--- src/rtl/func_32b_shared_scheduler.sv ---
// Two-requester scheduler sharing one external function unit: arbitrates in IDLE,
// holds operands for the execute phase, then presents a registered response until it is consumed.
module func_32b_shared_scheduler #(
  parameter int SIZE      = 32,
  parameter int MC_CYCLES = 4
) (
  input  logic            CGRA_Clock,
  input  logic            CGRA_Reset,
  input  logic            req0_valid,
  output logic            req0_ready,
  input  logic [SIZE-1:0] req0_a,
  input  logic [SIZE-1:0] req0_b,
  input  logic [3:0]      req0_op,
  input  logic            req1_valid,
  output logic            req1_ready,
  input  logic [SIZE-1:0] req1_a,
  input  logic [SIZE-1:0] req1_b,
  input  logic [3:0]      req1_op,
  output logic [SIZE-1:0] alu_a,
  output logic [SIZE-1:0] alu_b,
  output logic [3:0]      alu_select,
  input  logic [SIZE-1:0] alu_out,
  output logic            rsp_valid,
  output logic            rsp_id,
  output logic [SIZE-1:0] rsp_data,
  input  logic            rsp_ready
);

  localparam int            CW     = $clog2(MC_CYCLES) + 1;
  localparam logic [CW-1:0] CNT_MC = CW'(MC_CYCLES - 1);
  localparam logic [3:0]    OP_MUL = 4'd1;
  localparam logic [3:0]    OP_DIV = 4'd3;

  typedef enum logic [1:0] {
    IDLE = 2'd0,
    EXEC = 2'd1,
    RESP = 2'd2
  } state_t;

  state_t          state_q, state_d;
  logic            last_grant_q, last_grant_d;
  logic [CW-1:0]   cnt_q, cnt_d;
  logic [SIZE-1:0] alu_a_q, alu_a_d;
  logic [SIZE-1:0] alu_b_q, alu_b_d;
  logic [3:0]      alu_sel_q, alu_sel_d;
  logic            id_q, id_d;
  logic            rsp_valid_q, rsp_valid_d;
  logic            rsp_id_q, rsp_id_d;
  logic [SIZE-1:0] rsp_data_q, rsp_data_d;

  logic            grant_valid_s;
  logic            grant_id_s;
  logic            idle_ok_s;
  logic            accept_s;
  logic [3:0]      sel_op_s;

  // Round-robin choice between the two requesters; a tie goes to the one not served last.
  always_comb begin
    grant_valid_s = 1'b0;
    grant_id_s    = 1'b0;
    if (req0_valid && req1_valid) begin
      grant_valid_s = 1'b1;
      grant_id_s    = ~last_grant_q;
    end else if (req0_valid) begin
      grant_valid_s = 1'b1;
      grant_id_s    = 1'b0;
    end else if (req1_valid) begin
      grant_valid_s = 1'b1;
      grant_id_s    = 1'b1;
    end else begin
      grant_valid_s = 1'b0;
      grant_id_s    = 1'b0;
    end
  end

  // Ready depends only on state, reset and valids, never on rsp_ready.
  assign idle_ok_s  = CGRA_Reset && (state_q == IDLE);
  assign accept_s   = idle_ok_s && grant_valid_s;
  assign req0_ready = accept_s && !grant_id_s;
  assign req1_ready = accept_s && grant_id_s;
  assign sel_op_s   = grant_id_s ? req1_op : req0_op;

  // Next-state and datapath update for the IDLE/EXEC/RESP sequence.
  always_comb begin
    state_d      = state_q;
    last_grant_d = last_grant_q;
    cnt_d        = cnt_q;
    alu_a_d      = alu_a_q;
    alu_b_d      = alu_b_q;
    alu_sel_d    = alu_sel_q;
    id_d         = id_q;
    rsp_valid_d  = rsp_valid_q;
    rsp_id_d     = rsp_id_q;
    rsp_data_d   = rsp_data_q;
    case (state_q)
      IDLE: begin
        if (accept_s) begin
          alu_a_d      = grant_id_s ? req1_a : req0_a;
          alu_b_d      = grant_id_s ? req1_b : req0_b;
          alu_sel_d    = sel_op_s;
          id_d         = grant_id_s;
          last_grant_d = grant_id_s;
          if ((sel_op_s == OP_MUL) || (sel_op_s == OP_DIV)) begin
            cnt_d = CNT_MC;
          end else begin
            cnt_d = {CW{1'b0}};
          end
          state_d = EXEC;
        end else begin
          state_d = IDLE;
        end
      end
      EXEC: begin
        if (cnt_q != {CW{1'b0}}) begin
          cnt_d   = cnt_q - CW'(1'b1);
          state_d = EXEC;
        end else begin
          rsp_data_d  = alu_out;
          rsp_id_d    = id_q;
          rsp_valid_d = 1'b1;
          state_d     = RESP;
        end
      end
      RESP: begin
        if (rsp_ready) begin
          rsp_valid_d = 1'b0;
          state_d     = IDLE;
        end else begin
          state_d = RESP;
        end
      end
      default: begin
        rsp_valid_d = 1'b0;
        state_d     = IDLE;
      end
    endcase
  end

  // State and datapath registers with synchronous active-low reset.
  always_ff @(posedge CGRA_Clock) begin
    if (!CGRA_Reset) begin
      state_q      <= IDLE;
      last_grant_q <= 1'b1;
      cnt_q        <= {CW{1'b0}};
      alu_a_q      <= {SIZE{1'b0}};
      alu_b_q      <= {SIZE{1'b0}};
      alu_sel_q    <= 4'd0;
      id_q         <= 1'b0;
      rsp_valid_q  <= 1'b0;
      rsp_id_q     <= 1'b0;
      rsp_data_q   <= {SIZE{1'b0}};
    end else begin
      state_q      <= state_d;
      last_grant_q <= last_grant_d;
      cnt_q        <= cnt_d;
      alu_a_q      <= alu_a_d;
      alu_b_q      <= alu_b_d;
      alu_sel_q    <= alu_sel_d;
      id_q         <= id_d;
      rsp_valid_q  <= rsp_valid_d;
      rsp_id_q     <= rsp_id_d;
      rsp_data_q   <= rsp_data_d;
    end
  end

  assign alu_a      = alu_a_q;
  assign alu_b      = alu_b_q;
  assign alu_select = alu_sel_q;
  assign rsp_valid  = rsp_valid_q;
  assign rsp_id     = rsp_id_q;
  assign rsp_data   = rsp_data_q;

endmodule

--- config.mk ---
export PLATFORM = sky130hd
export DESIGN_NAME = func_32b_shared_scheduler
export DESIGN_NICKNAME = d
export VERILOG_FILES = /design/src/rtl/func_32b_shared_scheduler.sv
export SDC_FILE = /design/constraint.sdc
export NUM_CORES = 1
export LEC_CHECK = 0
export ABC_AREA = 0
export BUFFER_PORTS_ARGS = -buffer_cell sky130_fd_sc_hd__buf_2
export CELL_PAD_IN_SITES_DETAIL_PLACEMENT = 2
export CELL_PAD_IN_SITES_GLOBAL_PLACEMENT = 2
export CORE_MARGIN = 2
export CORE_UTILIZATION = 23
export DETAILED_ROUTE_END_ITERATION = 7
export PLACE_DENSITY_LB_ADDON = 0.1
export REMOVE_ABC_BUFFERS = 1
export SLEW_MARGIN = 15
export SYNTH_ARGS = -nofsm -noshare
export SYNTH_HDL_FRONTEND = slang
export SYNTH_SLANG_ARGS = --single-unit
--- constraint.sdc ---
create_clock -name CGRA_Clock -period 2.27 [get_ports CGRA_Clock]
set_input_delay 0.1135 -clock CGRA_Clock [delete_from_list [all_inputs] [get_ports CGRA_Clock]]
set_output_delay 0.1135 -clock CGRA_Clock [all_outputs]
set_load 0.03 [all_outputs]
==> results.md <==
- Max-cap violations in this run came to 0.
- The worst pin sits at a relative slew slack of 48.1%.
- For the worst flop-to-flop path, the logic depth is 5.
- The average routed wire per standard cell is 18.9 µm.
- The worst path meets setup with about 200 ps of slack.
- The slowest stage of the critical path belongs to the cell sky130_fd_sc_hd__buf_4.
- The terminus of the critical flop-to-flop path is alu_b[21]$_SDFFE_PN0P_.
- The share of synthesized area occupied by flip-flops and latches is 50.4%.
- Of all nets on the critical path, the largest fanout is 66.
- The fraction of final layout cells with drive strength greater than 1 is 39.1%.
- The die outline area is roughly 20000 µm².
- During synthesis, Yosys emitted a total of 0 warnings.
- The floorplan step set the die width to 141 µm.
- The analysis attributes to cell leakage a power of about 3.5 nW.
- For hold timing, the worst endpoint is rsp_data[12]$_SDFFE_PN0P_.
- The floorplan has 50 rows.
- Along the worst hold path, the cell count comes to 3.
- The slew at the pin closest to its max-slew limit is 779 ps.
- Based on the critical path, the design can be clocked at up to between 0.4 and 0.5 GHz.
- Entering global routing, the biggest net connects 67 pins.
- The placed instance area is just under 6000 µm².
- Power spread over the standard cell area amounts to 764 nW/µm².
- For the worst setup path, the data required time is 2160 ps.
- Setup violations remaining at the end of the flow were counted as 0.
- The data arrival time of the critical path is 1950 ps.
- The worst setup path is of the register to primary output kind.
- The endpoint kind of the worst setup timing path is a primary output.
- The H-tree was split into 3 levels.
- The largest single stage delay on the critical path is 520 ps.
- Dividing the detail-routed via count by the number of cells gives between 4 and 5.
- The overall routing resource usage is 18.6%.
- The count of antenna-violating nets left after detailed routing is 0.
- The number of primary I/O pins is ~280.
- The layout overhead on the synthesized area is 62.9%.
- The height of the die is 141 µm.
- The CTS root buffer is sky130_fd_sc_hd__clkbuf_16.
- After global routing the overflow that remains totals 0.
- The wire length of the first global-routing pass is 29200 µm.
- The placeable core region is 18600 µm².
- The number of different library cells used by synthesis comes to 33.
- STA classifies the critical path startpoint as a register.
- The sum of net half-perimeters after detailed placement is 12800 µm.
- The register-to-register setup slack is between 300 and 400 ps.
- The met3 layer usage reported by global route is under 10%.
- The worst hold-check path type is primary input to register.
- The buffer depth of the longest clock path is 2.
- The number of pins with negative max-slew slack in the final report came to 0.
- The signal on the critical path passes through nor3b_4 > buf_4 > and2_1 > buf_2.
- The first detailed-routing pass took 4 iterations.
- After detailed routing, the number of remaining DRC violations is 0.
- Prior to clock tree synthesis, the placed netlist has a worst setup slack of 357 ps.
- The final net count is 947.
- In the layout the commonest cells are sky130_fd_sc_hd__buf_2, sky130_fd_sc_hd__dfxtp_1, sky130_fd_sc_hd__dlygate4sd3_1.
- The startpoint identified for the worst hold timing path is alu_out[12].
- Global routing used about a third of the available met2 tracks.
- With fillers left out, the area of the finished cells amounts to 7050 µm².
- The number of buffer cells added on primary ports is 276.
- The met1 routing resource usage after global routing is between 20% and 30%.
- Post-CTS timing repair inserted 0 buffers for setup.
- The number of clock buffers added by TritonCTS is 9.
- The flow ran to the end, and the final reports show no timing, DRC or antenna violations.
- The worst-case IR drop observed on VDD is approximately 0.00034 V.
- The flop and latch count out of synthesis is approximately 110.
- The number of global-route vias before repair is 5145.
- The post-layout minimum cycle time is around 2100 ps.
- The routability congestion estimate from global placement is 0.740.
- The number of antenna violations at the first check in global routing is 7.
- The detailed router placed 4815 vias in this run.
- Setup repair after global routing left no endpoint under its margin.
- The CTS tree is yes.
- After synthesis, the mean cell area works out to 10.1 µm².
- The clock transition at the registers of the reported paths is 80 ps.
- The startpoint identified for the worst register-to-register timing path is state_q[1]$_SDFF_PN0_.
- The initial utilization of the core area, before any placement, comes to 23.3%.
- The maximum clock skew at final layout is 13.8 ps.
- The global routing stage identified its most utilized layer as met2.
- The number of clock sinks is 109.
- Dividing the final minimum period by the clock period gives 91.0%.
- The clock latency reported for the late side of the worst-skew pair is ~360 ps.
- The count of final hold-check violations is 0.
- The most critical setup path has its startpoint at state_q[0]$_SDFF_PN0_.
- The number of DRC markers after the initial detailed-route iteration is around 170.
- The library cell used most frequently in the layout, excluding fill and tap cells, is sky130_fd_sc_hd__buf_2.
- The mapped netlist covers 4330 µm².
- The routed design has 19200 µm of wire.
- The number of standard cells after synthesis is 428.
==> sequential cells by signal, indices dropped and copies added (netlist names), 2 cells and up <==
signal and cells:
alu_a 32, alu_b 32, alu_select 4, cnt_q 3
rsp_data 32, state_q 2
==> layer usage <==
layer	share of wire (%)	routed length (µm)	up-vias
met2	48	9290	195
met1	41	7900	2305
li1	-	-	2275
met5	0.20	38	-
met4	2.3	443	6
met3	7.9	1520	34
==> stage by stage <==
stage	utilization, %	setup TNS, ps	hold WS (ps)	total power [mW]	cells
3_5_place_dp	31.5	0	341	3.65	906
3_3_place_gp	31.5	0	336	3.61	906
2_1_floorplan	-	-144470	201	3.06	387
4_1_cts	37.9	0	1.16	5.45	1011
6_report	37.9	0	11.4	5.39	1014
5_1_grt	37.9	0	14.7	5.65	1012
==> where the power goes <==
| part | switching, mW | leakage [nW] | total, mW | internal (mW) |
|---|---|---|---|---|
| Clock | 0.765 | 0.143 | 1.66 | 0.896 |
| Combinational | 0.897 | 2.49 | 1.47 | 0.577 |
| Sequential | 0.121 | 0.899 | 2.25 | 2.13 |
==> worst max-delay path by stage <==
| stage | to | slack (ps) | cells after the start |
|---|---|---|---|
| final | req1_ready | 200 | 4 |
| after global routing | req1_ready | 20 | 4 |
| after CTS | req1_ready | 120 | 4 |
| after detailed placement | alu_b[21]$_SDFFE_PN0P_ | 360 | 5 |
| after global placement | alu_b[20]$_SDFFE_PN0P_ | 400 | 5 |
| after floorplan | alu_a[0]$_SDFFE_PN0P_ | -2220 | 4 |
==> cell families (layout without fill, tap and decap cells) <==
group           Yosys count  after routing  share of synthesized area [%]
simple gates            156            156                           18.6
buf+inv                  44            393                           6.33
mux                       4              4                          0.925
other cells               0              3                              0
flops                   109            109                           50.4
fa+ha+maj                 2              2                          0.578
compound gates          113            113                           23.1
==> area by class of cell <==
| type | count | area (µm²) |
|---|---|---|
| well taps | 234 | 293 |
| inverters | 3 | 11.3 |
| multi-input cells | 275 | 1890 |
| clock buffers | 12 | 246 |
| clock inverters | 4 | 55.1 |
| diodes | 3 | 7.51 |
| flip-flops and latches | 109 | 2180 |
| repair buffers | 374 | 2360 |
| fillers | 2068 | 11500 |
==> Yosys cell counts <==
cell | instances | area, µm²
sky130_fd_sc_hd__o21ai_2 | 1 | 8.76
sky130_fd_sc_hd__nand2b_1 | 1 | 6.26
sky130_fd_sc_hd__nor3b_1 | 1 | 7.51
sky130_fd_sc_hd__nand2_1 | 71 | 267
sky130_fd_sc_hd__nor3_1 | 2 | 10.0
sky130_fd_sc_hd__buf_6 | 13 | 146
sky130_fd_sc_hd__nor2b_1 | 2 | 12.5
sky130_fd_sc_hd__o21ai_1 | 3 | 15.0
sky130_fd_sc_hd__a21boi_2 | 1 | 11.3
sky130_fd_sc_hd__nor3b_4 | 1 | 18.8
sky130_fd_sc_hd__nor4_1 | 1 | 6.26
sky130_fd_sc_hd__nor4b_1 | 1 | 8.76
sky130_fd_sc_hd__a21oi_1 | 1 | 5.00
sky130_fd_sc_hd__buf_2 | 6 | 30.0
sky130_fd_sc_hd__o21ai_0 | 2 | 10.0
sky130_fd_sc_hd__and4b_1 | 1 | 10.0
sky130_fd_sc_hd__nand3_1 | 3 | 15.0
sky130_fd_sc_hd__nand3b_1 | 1 | 7.51
sky130_fd_sc_hd__a22oi_1 | 1 | 7.51
sky130_fd_sc_hd__nor2_1 | 3 | 11.3
sky130_fd_sc_hd__dfxtp_1 | 109 | 2180
sky130_fd_sc_hd__and3_1 | 65 | 407
sky130_fd_sc_hd__buf_4 | 1 | 7.51
sky130_fd_sc_hd__a211o_1 | 1 | 8.76
sky130_fd_sc_hd__inv_1 | 3 | 11.3
sky130_fd_sc_hd__a221o_1 | 64 | 641
sky130_fd_sc_hd__ha_1 | 2 | 25.0
sky130_fd_sc_hd__and2_1 | 3 | 18.8
sky130_fd_sc_hd__a21o_1 | 1 | 7.51
sky130_fd_sc_hd__clkbuf_1 | 21 | 78.8
sky130_fd_sc_hd__o21a_1 | 3 | 22.5
sky130_fd_sc_hd__a21boi_1 | 35 | 263
sky130_fd_sc_hd__mux2i_1 | 4 | 40.0
==> timing repair <==
item | 4_1_cts | 5_1_grt
hold buffers | 89 | 0
endpoints found under the hold margin | 89 | 0
gates resized for setup | 0 | 0
==> critical path: cells and delay by family (launching register included) <==
kind,cells,cell delay (ps)
buffers and inverters,2,740
and+or+nand+nor,2,490
DFF,1,360
Note: power is estimated with default switching activity, not from simulation.
